**config.mk**
```make
export PLATFORM = sky130hd
export DESIGN_NAME = screen_ctrl_flat
export DESIGN_NICKNAME = d
export VERILOG_FILES = /design/src/rtl/screen_ctrl_if.sv /design/src/rtl/screen_ctrl.sv /design/src/flat_wrapper.sv
export SDC_FILE = /design/constraint.sdc
export NUM_CORES = 1
export LEC_CHECK = 0
export BUFFER_PORTS_ARGS = -buffer_cell sky130_fd_sc_hd__buf_2
export CORE_MARGIN = 2
export CORE_UTILIZATION = 51
export CTS_CLUSTER_DIAMETER = 30
export DETAILED_ROUTE_END_ITERATION = 10
export PLACE_DENSITY_LB_ADDON = 0.12
export SLEW_MARGIN = 20
export SYNTH_ARGS = -nofsm -noshare
export SYNTH_HDL_FRONTEND = slang
export SYNTH_SLANG_ARGS = --single-unit
```
**constraint.sdc**
```tcl
create_clock -name clk -period 2.1 [get_ports clk]
set_clock_uncertainty 0.2 [all_clocks]
set_input_delay 0.315 -clock clk [delete_from_list [all_inputs] [get_ports clk]]
set_output_delay 0.315 -clock clk [all_outputs]
set_load 0.02 [all_outputs]
```
**src/rtl/screen_ctrl_if.sv**
```systemverilog
// Signal bundle between the SkyHop screen sequencer and its surroundings:
// frame/key/fall events in, overlay enables and BCD scores out.
interface screen_ctrl_if;
  logic        frame_tick;
  logic        key_left;
  logic        key_right;
  logic        player_fell;
  logic        start_en;
  logic        play_en;
  logic        over_en;
  logic        game_rst;
  logic [15:0] score;
  logic [15:0] best_score;

  modport master (
    output frame_tick, key_left, key_right, player_fell,
    input  start_en, play_en, over_en, game_rst, score, best_score
  );

  modport slave (
    input  frame_tick, key_left, key_right, player_fell,
    output start_en, play_en, over_en, game_rst, score, best_score
  );
endinterface

```
**src/rtl/screen_ctrl.sv**
```systemverilog
// SkyHop screen sequencer: START/PLAY/OVER phases switched only on frame
// boundaries, plus BCD current and best hop scores.
module screen_ctrl #(
  parameter int HOLD_FRAMES = 60
) (
  input  logic          clk,
  input  logic          rst,
  screen_ctrl_if.slave  bus
);

  typedef enum logic [1:0] {
    ST_START = 2'd0,
    ST_PLAY  = 2'd1,
    ST_OVER  = 2'd2
  } state_t;

  localparam int HOLD_W = (HOLD_FRAMES < 1) ? 1 : $clog2(HOLD_FRAMES + 1);

  state_t              state, state_nxt;
  state_t              pend_target, target_nxt;
  logic                pending, pending_nxt;
  logic [HOLD_W-1:0]   hold_cnt, hold_nxt;
  logic [15:0]         score, score_nxt;
  logic [15:0]         best_score, best_nxt;
  logic                game_rst, game_rst_nxt;
  logic                start_en, play_en, over_en;
  logic                key;
  logic                apply;

  function automatic logic [15:0] bcd_inc(input logic [15:0] v);
    logic [15:0] r;
    logic        carry;
    r     = v;
    carry = 1'b1;
    for (int i = 0; i < 4; i++) begin
      if (carry) begin
        if (r[4*i +: 4] == 4'd9) begin
          r[4*i +: 4] = 4'd0;
        end else begin
          r[4*i +: 4] = r[4*i +: 4] + 4'd1;
          carry       = 1'b0;
        end
      end
    end
    return r;
  endfunction

  assign key   = bus.key_left | bus.key_right;
  // A request only takes effect on a tick seen while it is already pending.
  assign apply = bus.frame_tick & pending;

  always_comb begin
    // NOTE: every always_comb output gets a default first so no path leaves it unassigned (no latch).
    state_nxt    = state;
    target_nxt   = pend_target;
    pending_nxt  = pending;
    score_nxt    = score;
    best_nxt     = best_score;
    hold_nxt     = hold_cnt;
    game_rst_nxt = 1'b0;

    if (apply) begin
      state_nxt   = pend_target;
      pending_nxt = 1'b0;
      if (pend_target == ST_PLAY) begin
        score_nxt    = 16'h0000;
        game_rst_nxt = 1'b1;
      end else if (pend_target == ST_OVER) begin
        hold_nxt = HOLD_W'(HOLD_FRAMES);
        if (score > best_score) best_nxt = score;
      end
    end else begin
      case (state)
        ST_START: begin
          if (key && !pending) begin
            pending_nxt = 1'b1;
            target_nxt  = ST_PLAY;
          end
        end
        ST_PLAY: begin
          // Once a fall is pending the run is over: no further increments.
          if (!pending) begin
            if (bus.player_fell) begin
              pending_nxt = 1'b1;
              target_nxt  = ST_OVER;
            end else if (key && score != 16'h9999) begin
              score_nxt = bcd_inc(score);
            end
          end
        end
        ST_OVER: begin
          if (bus.frame_tick && hold_cnt != '0) begin
            hold_nxt = hold_cnt - 1'b1;
          end else if (key && hold_cnt == '0 && !pending) begin
            pending_nxt = 1'b1;
            target_nxt  = ST_START;
          end
        end
        default: state_nxt = ST_START;
      endcase
    end
  end

  always_ff @(posedge clk) begin
    if (rst) begin
      state       <= ST_START;
      pend_target <= ST_START;
      pending     <= 1'b0;
      score       <= 16'h0000;
      best_score  <= 16'h0000;
      hold_cnt    <= '0;
      game_rst    <= 1'b0;
      start_en    <= 1'b1;
      play_en     <= 1'b0;
      over_en     <= 1'b0;
    end else begin
      // NOTE: sequential state uses non-blocking assignment so every register samples pre-edge values.
      state       <= state_nxt;
      pend_target <= target_nxt;
      pending     <= pending_nxt;
      score       <= score_nxt;
      best_score  <= best_nxt;
      hold_cnt    <= hold_nxt;
      game_rst    <= game_rst_nxt;
      start_en    <= (state_nxt == ST_START);
      play_en     <= (state_nxt == ST_PLAY);
      over_en     <= (state_nxt == ST_OVER);
    end
  end

  assign bus.start_en   = start_en;
  assign bus.play_en    = play_en;
  assign bus.over_en    = over_en;
  assign bus.game_rst   = game_rst;
  assign bus.score      = score;
  assign bus.best_score = best_score;

endmodule

```
**src/flat_wrapper.sv**
```systemverilog
// flat-port wrapper written by rule: the top's interface ports become plain ports
module screen_ctrl_flat 
#(
  parameter int HOLD_FRAMES = 60
)
  (clk, rst, bus_frame_tick, bus_key_left, bus_key_right, bus_player_fell, bus_start_en, bus_play_en, bus_over_en, bus_game_rst, bus_score, bus_best_score);
  screen_ctrl_if bus_i ();
  input  logic clk;
  input  logic rst;
  input wire logic [$bits(bus_i.frame_tick)-1:0] bus_frame_tick;
  input wire logic [$bits(bus_i.key_left)-1:0] bus_key_left;
  input wire logic [$bits(bus_i.key_right)-1:0] bus_key_right;
  input wire logic [$bits(bus_i.player_fell)-1:0] bus_player_fell;
  output wire logic [$bits(bus_i.start_en)-1:0] bus_start_en;
  output wire logic [$bits(bus_i.play_en)-1:0] bus_play_en;
  output wire logic [$bits(bus_i.over_en)-1:0] bus_over_en;
  output wire logic [$bits(bus_i.game_rst)-1:0] bus_game_rst;
  output wire logic [$bits(bus_i.score)-1:0] bus_score;
  output wire logic [$bits(bus_i.best_score)-1:0] bus_best_score;
  assign bus_i.frame_tick = bus_frame_tick;
  assign bus_i.key_left = bus_key_left;
  assign bus_i.key_right = bus_key_right;
  assign bus_i.player_fell = bus_player_fell;
  assign bus_start_en = bus_i.start_en;
  assign bus_play_en = bus_i.play_en;
  assign bus_over_en = bus_i.over_en;
  assign bus_game_rst = bus_i.game_rst;
  assign bus_score = bus_i.score;
  assign bus_best_score = bus_i.best_score;
  screen_ctrl #(.HOLD_FRAMES(HOLD_FRAMES)) u_core (.clk(clk), .rst(rst), .bus(bus_i));
endmodule
```
# --- Word-level counts from Yosys, hierarchy flattened ---
# Index checks and enable logic that the tools add are counted.
op_classes:
  mux: 53
  bitwise_logic: 4
  order_cmp: 1
  reduce_logical: 29
  eq_ne: 21
  add_sub_neg: 5
op_table:
  columns: ["operator", "n"]
  rows:
  - ["16-bit 2-to-1 mux", 6]
  - ["6-bit 2-to-1 mux", 5]
  - ["4-bit 2-to-1 mux", 7]
  - ["1-bit 2-to-1 mux", 26]
  - ["6-bit AND reduction", 3]
  - ["4-bit by 1-bit adder with 4-bit output (second input constant)", 4]
  - ["4-bit == test (second input constant)", 4]
  - ["16-bit greater-than comparator", 1]
  - ["16-bit inequality test (second input constant)", 1]
  - ["2-bit 2-to-1 mux", 7]
  - ["2-bit inequality test (second input constant)", 7]
  - ["2-bit nonzero test", 7]
  - ["4-bit AND reduction", 3]
  - ["7-bit AND reduction", 1]
  - ["2-bit by 1-bit == test with 1-bit output (second input constant)", 3]
  - ["2-bit == test (second input constant)", 3]
  - ["6-bit zero test", 1]
  - ["2-bit by 1-bit inequality test with 1-bit output (second input constant)", 3]
  - ["2-bit case mux with 3 select lines", 1]
  - ["6-bit nonzero test", 1]
  - ["6-bit by 1-bit subtractor with 6-bit output (second input constant)", 1]
  - ["1-bit logical AND", 5]
  - ["5-bit AND reduction", 1]
  - ["2-bit zero test", 2]
  - ["other kinds (8)", 10]
word_totals:
  input_bits: 6
  ff_bits: 47
  wordCells: 126

# --- Longest topological paths before layout ---
# Gate-level depths: netlist of the first run.
logic_depth:
  word_depth: 25
  depth_mapped: 8
  mapped_depth_nobuf: 7

# --- Least setup slack after synthesis of the first run ---
# Ideal clock, no wire load.
synth_timing:
  path_type: "register -> register"
  startpoint: "reg u_core.best_score[14] (netlist: u_core.bus.best_score[14])"
  endpoint: "reg u_core.best_score[4] (netlist: u_core.bus.best_score[4])"
  n_path_buf: 1
  t_arrival_ps: 2148
  setup_slack_ps: -365
  synth_period_minus_slack_ps: 2465
  t_required_ps: 1783
  setup_time_ps: 117
  path_stages_with_launch: 9
  path_cell_list: "dfxtp_1 > inv_1 > ha_1 > nand4_1 > nor4_1 > a21bo_2 > a32o_1 > buf_2 > a22o_1"
synth_between:
  elab_chain_cells: 2
synth_rtl:
  columns: ["element", "line", "source"]
  rows:
  - ["from (decl)", "screen_ctrl.sv:24", "logic [15:0] best_score, best_nxt;"]
  - ["from (signal assigned)", "screen_ctrl.sv:122", "best_score <= best_nxt;"]
  - ["16-bit greater-than comparator", "screen_ctrl.sv:70", "if (score > best_score) best_nxt = score;"]
  - ["4-bit AND reduction (no line)", null, null]
# No other way between the ends.
# A chain may end at the register's enable or synchronous reset.

# --- Final worst setup path of the first run ---
# Ends and elaborated chain as after synthesis.

==> results of run 1 <==
-- layer usage --
layer,up-vias,routed length [um]
met4,0,136
met3,17,335
met2,69,4080
li1,1329,-
met1,1275,3230
met5,-,0
-- per-stage QoR --
| stage | setup slack [ps] | setup TNS, ps | utilization, % | instance area, sq um | std cells |
|---|---|---|---|---|---|
| 6_report | -272 | -4110 | 78.4 | 3980 | 493 |
| 5_1_grt | -350 | -5970 | 78.4 | 3980 | 493 |
| 4_1_cts | -219 | -3250 | 74.3 | 3770 | 487 |
| 3_5_place_dp | -313 | -4430 | 68.5 | 3480 | 472 |
| 3_3_place_gp | -213 | -2800 | 68.5 | 3480 | 472 |
| 2_1_floorplan | -142 | -1680 | - | 2760 | 305 |
-- where the power goes --
part | internal [mW] | switching, mW | total (mW)
Sequential | 0.894 | 0.0134 | 0.908
Combinational | 0.0931 | 0.119 | 0.212
Clock | 0.476 | 0.307 | 0.783
Total | 1.46 | 0.439 | 1.90
-- sequential cells by signal (all words and copies together) (netlist names) --
name and count:
u_core.bus.best_score 16, u_core.bus.game_rst 1, u_core.bus.over_en 1, u_core.bus.play_en 1, u_core.bus.score 16, u_core.bus.start_en 1
u_core.hold_cnt 6, u_core.pend_target 2, u_core.pending 1, u_core.state 2
-- cell families (layout without fill, tap and decap cells) --
kind of cell | count (synthesis) | count (layout)
flops | 47 | 47
compound gates | 76 | 77
mux | 10 | 10
simple gates | 101 | 101
fa+ha+maj | 31 | 31
xor+xnor | 4 | 4
buf+inv | 36 | 153
-- worst reg2reg max path: cells and delay by family, from the launching register on --
| kind | cells | cell delay (ps) |
|---|---|---|
| AND/OR/NAND/NOR | 2 | 560 |
| buffers and inverters | 1 | 50 |
| flip-flops | 1 | 360 |
| AO/OA/AOI/OAI | 3 | 840 |
| adder cells (fa/ha/maj) | 1 | 260 |
-- cell usage in the layout, fill, tap and decap left out, types with 4 or more instances in the layout --
| master | synthesis | layout |
|---|---|---|
| nor2_1 | 24 | 23 |
| nand2_1 | 27 | 26 |
| dfxtp_1 | 47 | 24 |
| a21oi_1 | 25 | 22 |
| nor3_1 | 6 | 5 |
| and2_1 | 4 | 4 |
| xnor2_1 | 4 | 4 |
| dfxtp_2 | 0 | 16 |
| buf_4 | 0 | 66 |
| buf_6 | 1 | 9 |
| nand3_1 | 6 | 6 |
| mux2i_1 | 10 | 9 |
| buf_2 | 2 | 41 |
| inv_2 | 0 | 10 |
| inv_1 | 28 | 18 |
| nand2b_1 | 4 | 4 |
| dfxtp_4 | 0 | 7 |
| nand3b_1 | 5 | 5 |
| ha_4 | 0 | 9 |
| clkbuf_8 | 0 | 5 |
| ha_1 | 31 | 20 |
| o21ai_0 | 11 | 10 |
| a22o_1 | 13 | 13 |
| and3_1 | 4 | 4 |
-- what timing repair did --
| action | 4_1_cts | 5_1_grt |
|---|---|---|
| setup endpoints to repair | 25 | 29 |
| pin swaps | 14 | 12 |
| setup buffers | 6 | 5 |
| gates cloned | 1 | 1 |
| gates resized for setup | 22 | 38 |
-- area by class of cell --
cell class / instances / area [sq um] / area share (%)
clock inverters: 2 / 60.1 / 1.51
inverters: 29 / 109 / 2.74
well taps: 70 / 87.6 / 2.20
repair buffers: 116 / 802 / 20.2
flip-flops and latches: 47 / 987 / 24.8
multi-input cells: 223 / 1860 / 46.7
clock buffers: 6 / 72.6 / 1.83
-- final timing paths --
| kind | from | to | slack (ps) |
|---|---|---|---|
| hold / removal | rst | u_core.pend_target[1]$_SDFFE_PP0P_ | 190 |
| setup / recovery | u_core.bus.best_score[14]$_SDFFE_PP0P_ | u_core.bus.best_score[4]$_SDFFE_PP0P_ | -270 |
| hold reg to reg | u_core.hold_cnt[0]$_SDFFE_PP0P_ | u_core.hold_cnt[0]$_SDFFE_PP0P_ | 270 |
| setup reg to reg | u_core.bus.best_score[14]$_SDFFE_PP0P_ | u_core.bus.best_score[4]$_SDFFE_PP0P_ | -270 |
==> out/qor.csv, run 1 <==
stage;metric;value;unit
worst_setup_path;cp_top_family;compound AO/OA/AOI/OAI gates;
yosys;synth-adder-area-share;14.5;%
yosys;synthTopCellsByCount;dfxtp_1 (47), ha_1 (31), inv_1 (28);
global_routing;gr-usage-met3;4.74;%
timing;rsz0062_at_grt;true;
die;num_rows;26;
global_routing;antenna_found_initial;0;
worst_setup_path;critPathCaptureType;flip-flop;
clock_network;clock_sinks;47;
timing;drv_slew;0;
yosys;synth_top_family_by_area;simple AND/OR/NAND/NOR gates;
worst_setup_path;cp_num_buf_inv;1;
run;cap_violations;0;
detailed_routing;drt_first_pass_iters;4;
yosys;ys_async_sr_fraction;0;%
hold_path;hp-class;in2reg;
timing;setup_viol;22;
yosys;synth.area.top_cells;dfxtp_1 (35%), ha_1 (14%), a21oi_1 (4.7%);
clock_network;cts_tree;done;
yosys;synth_edf_count;0;
clock_network;clockBufferDepth;2;
worst_setup_path;cp_max_fo;7;
clock_network;clock_latency;310;ps
pwr;p_leak;1.79;nW
worst_setup_path;cp.depth;7;
global_routing;use_met1;30.6;%
yosys;seq_area_frac_synth;35.1;%
timing;setup_slack;-272;ps
place;dpl.hpwl;5.03;mm
yosys;synth_compound_area_share;19.8;%
yosys;synth_cells;305;
global_routing;grt_pass1_wl;12.1;mm
die;initial_core_util;52.8;%
global_routing;grtUsageMet2;46.0;%
outcome;status;complete, but fails checks;
worst_setup_path;slowest_stage;dfxtp_2;
yosys;syn_nets;342;
yosys;ys.flop_type;dfxtp_1;
detailed_routing;drtAntennaViolNets;0;
die;die_y;76.5;um
yosys;synth_area;0.00268;sq mm
pwr;ir_worst_vdd;364;uV
detailed_routing;via_per_inst;5.46;
worst_setup_path;slowest_delay;360;ps
yosys;yosys_warnings;0;
worst_setup_path;crit_path_start_kind;flip-flop;
yosys;yosys.area.top_type_share;35.1;%
yosys;avgSynthCellArea;8.78;sq um
worst_setup_path;crit_chain;inv_2 -> ha_4 -> nand4_1 -> nor4_4 -> a21bo_4 -> a32o_2 -> a22o_1;
finish;fin_nets;459;
global_routing;overflow;0;
timing;max-slew-margin-rel;68.4;%
die;ios;42;
yosys;synth_most_common_cell;dfxtp_1;
timing;fmax;0.422;GHz
pwr;pwr_density_cell;478;mW/mm^2
die;die_area;0.00585;sq mm
clock_network;cts_max_level;2;
clock_network;path_clk_slew;90;ps
detailed_routing;drc;0;
clock_network;numCtsBuffers;5;
detailed_routing;detail_route.wl_per_cell;15.8;um
finish;fill_cells;352;
worst_setup_path;rr_worst_depth;7;
die;die_x;76.5;um
clock_network;cts_root_buf;clkbuf_8;
place;io_buffers;41;
yosys;synth_cell_type_count;55;
global_routing;grt_pass1_vias;2627;
finish;n_antenna_cell;0;
worst_setup_path;cp.arrival;2370;ps
global_routing;grt_start_max_net_pins;18;
timing;final.period_utilization;113;%
pwr;fin_total_pwr;1.90;mW
yosys;yosysTopAreaCell;dfxtp_1;
place;place_congestion;0.839;
hold_path;holdPathStages;2;
finish;drive_gt1_share;46.6;%
timing;period_minus_slack;2370;ps
detailed_routing;via_count;2690;
detailed_routing;drt_iter0_markers;149;
yosys;synthSimpleGateAreaFrac;20.1;%
die;core_area;0.00507;sq mm
detailed_routing;drt-total-wl;7.78;mm
timing;holdWs;185;ps
worst_setup_path;required;2100;ps
finish;area_delta_synth_final;48.4;%
global_routing;grt_busiest_layer;met2;
clock_network;cts_hold_buf;0;
yosys;synthXorXnorAreaFrac;1.31;%
yosys;synthMuxAreaShare;3.74;%
yosys;synth.ff_latch_count;47;
outcome;violations;negative setup slack;
global_routing;track_usage;25.7;%
timing;hold_violations;0;
timing;worstMarginPinSlew;473;ps
worst_setup_path;crit_type;reg2reg;
(Power assumes the default switching activity.)
==> inputs of run 2 (changes only) <==
- CORE_MARGIN: 2 -> unset
- GPL_TIMING_DRIVEN: unset -> 0
==> run 2 against run 1 <==
  * The run still ends with negative setup slack left
  * Cell area shrank 5.7%
  * Die area shrank 5.2%
  * Global-route usage grew 1.3 points
  * Maximum frequency is 2.1% lower
  * Wire length shrank 1.2%
  * Final cell count shrank 5.7%
  * Sequential power decreased by 0.7%
  * Worst hold slack better by 85 ps
  * Via count is 1.9% lower
  * Clock-buffer cell count rose by 1
  * Sequential share of layout area increased by 1.8 points
  * Highest routed layer unchanged
==> out/qor.csv, run 2 (synthesis gave the netlist of run 1 again) <==
stage;metric;value;unit
outcome;status;complete, but fails checks;
outcome;violations;negative setup slack;
pwr;p_leak;1.63;nW
clock_network;cts_root_buf;clkbuf_8;
die;initial_core_util;52.8;%
run;cap_violations;0;
place;placed_cell_area;0.00305;sq mm
finish;fill_cells;373;
place;dp_slack;-424;ps
die;ios;42;
place;io_buffers;41;
pwr;ir_worst_vdd;373;uV
timing;period_minus_slack;2420;ps
pwr;p_sw_share;25.5;%
die;die_y;74.5;um
worst_setup_path;slowest_delay;360;ps
timing;fin_setup_tns;-5270;ps
timing;final.period_utilization;115;%
worst_setup_path;required;2100;ps
clock_network;clock_latency;300;ps
worst_setup_path;crit_type;reg2reg;
worst_setup_path;cp_num_buf_inv;2;
finish;drive_gt1_share;41.0;%
pwr;combPwrFrac;13.6;%
detailed_routing;drt_iter0_markers;121;
timing;worstMarginPinSlew;645;ps
worst_setup_path;cp_max_fo;5;
pwr;pwr-share-seq;51.9;%
global_routing;overflow;0;
finish;n_antenna_cell;0;
die;core_area;0.00507;sq mm
timing;drv_slew;0;
die;die_area;0.00555;sq mm
pwr;fin_total_pwr;1.74;mW
timing;rsz0062_at_grt;true;
timing;max-slew-margin-rel;57.0;%
clock_network;cts_max_level;2;
clock_network;cts_tree;done;
timing;setup_slack;-324;ps
finish;fin_nets;432;
global_routing;track_usage;27.0;%
worst_setup_path;cp.arrival;2420;ps
clock_network;path_clk_slew;80;ps
clock_network;numCtsBuffers;5;
clock_network;clock_sinks;47;
finish;layout_commonest_cell;buf_2;
detailed_routing;detail_route.wl_per_cell;16.5;um
pwr;power_switching;0.442;mW
detailed_routing;via_per_inst;5.68;
global_routing;grt_start_max_net_pins;14;
detailed_routing;drc;0;
finish;final_util;73.9;%
pwr;pwr_density_cell;463;mW/mm^2
finish;top_regs;u_core.bus.best_score x16, u_core.bus.score x16, u_core.hold_cnt x6;
timing;holdWs;270;ps
pwr;p_clk_share;34.4;%
finish;area_delta_synth_final;40.0;%
finish;fin_area;0.00375;sq mm
clock_network;clockBufferDepth;2;
worst_setup_path;slowest_stage;dfxtp_4;
place;place_congestion;0.791;
detailed_routing;drtAntennaViolNets;0;
place;dpl.hpwl;4.49;mm
worst_setup_path;critPathCaptureType;flip-flop;
die;die_x;74.5;um
detailed_routing;via_count;2639;
detailed_routing;drt-total-wl;7.69;mm
finish;fin_cells;465;
global_routing;grt_pass1_vias;2458;
timing;hold_violations;0;
global_routing;antenna_found_initial;0;
timing;setup_viol;24;
timing;fmax;0.413;GHz
worst_setup_path;crit_chain;inv_2 -> ha_4 -> nand4_1 -> nor4_4 -> a21bo_4 -> a32o_2 -> buf_6 -> a22o_1;
detailed_routing;drt_first_pass_iters;6;
hold_path;hp-class;reg2reg;
die;num_rows;26;
pwr;intPower;1.29;mW
worst_setup_path;cp_top_family;compound AO/OA/AOI/OAI gates;
global_routing;grt_pass1_wl;11.2;mm
worst_setup_path;crit_path_start_kind;flip-flop;
finish;final_cell_mix;buf_2 (41), buf_4 (32), nand2_1 (26), ha_1 (24);
place;dp_cells;416;
[run 2: changes by cell type in the layout (fill, tap and decap cells not counted), sizes merged]
| cell | delta |
|---|---|
| buf | -30 |
| a32o | -1 |
| clkbuf | +5 |
| bufinv | -2 |
[run 2: final cells by class]
class / instances / area (sq um) / area share (%)
Sequential cell: 47 / 1000 / 26.7
Timing Repair Buffer: 83 / 567 / 15.1
Buffer: 7 / 50.0 / 1.33
Clock buffer: 7 / 97.6 / 2.60
Tap cell: 70 / 87.6 / 2.33
Inverter: 29 / 111 / 2.97
Multi-Input combinational cell: 222 / 1840 / 49.0
[run 2: power by group through the flow]
stage	registers, mW	clock network [mW]	logic (mW)
after floorplan	0.933	0	0.109
after global placement	0.929	0	0.155
after detailed placement	0.930	0	0.161
after CTS	0.903	0.610	0.204
after global routing	0.904	0.645	0.252
final	0.902	0.598	0.237
[run 2: path summary, 6_finish.rpt]
check                                        start                               endpoint  slack [ps]  cells after the start
min reg2reg        u_core.hold_cnt[0]$_SDFFE_PP0P_        u_core.hold_cnt[0]$_SDFFE_PP0P_         270                      2
max reg2reg  u_core.bus.best_score[9]$_SDFFE_PP0P_  u_core.bus.best_score[6]$_SDFFE_PP0P_        -320                      8
min                u_core.hold_cnt[0]$_SDFFE_PP0P_        u_core.hold_cnt[0]$_SDFFE_PP0P_         270                      2
max          u_core.bus.best_score[9]$_SDFFE_PP0P_  u_core.bus.best_score[6]$_SDFFE_PP0P_        -320                      8
[run 2: layer usage]
metal,up-vias,share of wire (%),global-route usage [%]
met1,1271,42,31.6
met3,23,4.7,4.88
met4,0,2.8,10.5
met2,75,50,48.6
met5,-,0,0
li1,1270,-,-
[run 2: repair_timing]
item                                   4_1_cts  5_1_grt
setup endpoints to repair                   29       34
setup buffers                               32       10
cloned                                       1        0
gates resized for setup                     38       29
hold buffers                                 0        0
pin swaps                                   22       19
endpoints found under the hold margin        0        0
[run 2: tightest hold or removal path, delay by kind of cell (launching register included)]
kind,cells,cell delay (ps)
compound gates,1,50
flops,1,320
simple gates,1,60
==> inputs of run 3 (changes only) <==
- CORE_ASPECT_RATIO: unset -> 0.75
==> run 3 against run 2 <==
  * Worst hold slack improved by 4.6 ps
  * Sequential power hardly changed
  * Critical path depth down 1
  * Global-route usage is 0.67 points lower
  * The run still ends with negative setup slack left
  * Register-to-register slack lost 50 ps
  * Core utilization is 0.51 points lower
  * First-iteration DRC count fell by 2.5%
==> out/qor.csv, run 3 (synthesis gave the netlist of run 1 again) <==
stage;metric;value;unit
timing;max-slew-margin-rel;55.5;%
timing;setup_viol;23;
worst_setup_path;regToRegStartpoint;u_core.bus.score[9]$_SDFFE_PP0P_;
worst_setup_path;required;2100;ps
finish;drive_gt1_share;39.8;%
global_routing;overflow;0;
finish;fin_area;0.00366;sq mm
pwr;pwr_density_cell;472;mW/mm^2
place;dp_cells;418;
pwr;pwr-share-seq;52.3;%
worst_setup_path;worstSetupStartpoint;u_core.bus.score[9]$_SDFFE_PP0P_;
timing;fin_setup_tns;-5180;ps
place;place_congestion;0.800;
outcome;status;complete, but fails checks;
worst_setup_path;cp_num_buf_inv;1;
global_routing;track_usage;26.4;%
place;placed_cell_area;0.00305;sq mm
place;dp_slack;-388;ps
detailed_routing;drt_iter0_markers;118;
die;core_area;0.00498;sq mm
clock_network;clock_latency;310;ps
hold_path;hp-class;reg2reg;
worst_setup_path;crit_type;reg2reg;
worst_setup_path;cp_top_family;compound AO/OA/AOI/OAI gates;
worst_setup_path;cp_max_fo;7;
timing;drv_slew;0;
worst_setup_path;critPathCapture;u_core.bus.best_score[11]$_SDFFE_PP0P_;
pwr;p_leak;1.58;nW
outcome;violations;negative setup slack;
detailed_routing;drtAntennaViolNets;0;
detailed_routing;drt_first_pass_iters;5;
place;io_buffers;41;
worst_setup_path;regToRegSetupSlack;-370;ps
worst_setup_path;rr_worst_depth;7;
finish;area_delta_synth_final;36.5;%
clock_network;cts_max_level;2;
die;initial_core_util;53.8;%
pwr;p_clk_share;35.1;%
finish;final_cell_mix;buf_2 (41), buf_4 (27), nand2_1 (26), ha_1 (23);
worst_setup_path;critPathCaptureType;flip-flop;
pwr;combPwrFrac;12.6;%
worst_setup_path;slowest_stage;dfxtp_4;
die;die_x;85.7;um
run;cap_violations;0;
finish;top_regs;u_core.bus.best_score x16, u_core.bus.score x16, u_core.hold_cnt x6;
timing;fmax;0.404;GHz
clock_network;cts_root_buf;clkbuf_8;
pwr;power_switching;0.441;mW
die;die_y;64.8;um
finish;fin_nets;423;
global_routing;antenna_found_initial;0;
worst_setup_path;r2r-end;u_core.bus.best_score[11]$_SDFFE_PP0P_;
timing;hold_violations;0;
clock_network;cts_hold_buf;0;
timing;final.period_utilization;118;%
clock_network;cts_tree;done;
place;dpl.hpwl;4.40;mm
worst_setup_path;cp.depth;7;
finish;fin_cells;459;
pwr;ir_worst_vdd;304;uV
clock_network;path_clk_slew;90;ps
detailed_routing;via_count;2536;
global_routing;grt_pass1_wl;11.2;mm
timing;setup_slack;-374;ps
clock_network;numCtsBuffers;5;
finish;final_util;73.4;%
global_routing;grt_start_max_net_pins;14;
die;ios;42;
die;num_rows;22;
worst_setup_path;cp.arrival;2480;ps
finish;layout_commonest_cell;buf_2;
timing;period_minus_slack;2470;ps
timing;worstMarginPinSlew;668;ps
detailed_routing;drt-total-wl;7.04;mm
worst_setup_path;crit_chain;ha_4 -> nand4_1 -> nor4_4 -> a21bo_4 -> a32o_2 -> buf_6 -> a22o_1;
timing;rsz0062_at_grt;true;
detailed_routing;detail_route.wl_per_cell;15.3;um
detailed_routing;via_per_inst;5.53;
global_routing;grt_pass1_vias;2326;
worst_setup_path;crit_path_start_kind;flip-flop;
die;die_area;0.00555;sq mm
pwr;intPower;1.29;mW
pwr;p_sw_share;25.5;%
detailed_routing;drc;0;
finish;n_antenna_cell;0;
worst_setup_path;slowest_delay;380;ps
clock_network;clockBufferDepth;2;
clock_network;clock_sinks;47;
-- run 3: area by class of cell --
class	instances	area, sq um
inverter	29	109
multi-input combinational	222	1830
sequential	47	1000
clock buffer	8	100
fill	366	1330
timing repair buffer	74	475
tap	72	90.1
buffer	7	50.0
-- run 3: worst min path at each step --
stage	startpoint	to	slack, ps	cells after the start
after global placement	u_core.bus.best_score[15]$_SDFFE_PP0P_	u_core.bus.best_score[15]$_SDFFE_PP0P_	250	2
after floorplan	u_core.hold_cnt[0]$_SDFFE_PP0P_	u_core.hold_cnt[0]$_SDFFE_PP0P_	240	2
after CTS	u_core.bus.best_score[15]$_SDFFE_PP0P_	u_core.bus.best_score[15]$_SDFFE_PP0P_	280	2
final	u_core.bus.best_score[15]$_SDFFE_PP0P_	u_core.bus.best_score[15]$_SDFFE_PP0P_	270	2
after detailed placement	u_core.bus.best_score[15]$_SDFFE_PP0P_	u_core.bus.best_score[15]$_SDFFE_PP0P_	260	2
after global routing	u_core.bus.best_score[15]$_SDFFE_PP0P_	u_core.bus.best_score[15]$_SDFFE_PP0P_	300	2
-- run 3: per-stage QoR --
stage	hold slack, ps	total power [mW]
floorplan	244	1.04
global route	299	1.80
CTS	275	1.71
detailed placement	263	1.09
global placement	247	1.09
finish	275	1.73
-- run 3: power groups by stage --
stage	logic [mW]	clock network, mW	registers (mW)
2_1_floorplan	0.109	0	0.933
3_3_place_gp	0.157	0	0.930
3_5_place_dp	0.159	0	0.930
4_1_cts	0.190	0.617	0.903
5_1_grt	0.234	0.659	0.905
6_report	0.217	0.606	0.902
-- run 3: timing repair --
item                                    4_1_cts  5_1_grt
cloned                                        1        0
gates resized for setup                      30       31
setup buffers                                23        9
endpoints found under the setup margin       28       31
pin swaps                                    13       12
-- run 3: metal layers --
layer	vias up	part of all wire, %	GRT usage, %
li1	1254	-	-
met1	1204	48	35.7
met2	70	46	42.0
met3	8	4.6	4.59
met4	0	1.2	10.0
met5	-	0	0
-- run 3: worst reg2reg max path, cell delays in order, from the launching register on --
cell and delay, ps:
dfxtp_4 380, ha_4 270, nand4_1 190, nor4_4 370
a21bo_4 290, a32o_2 300, buf_6 150, a22o_1 210
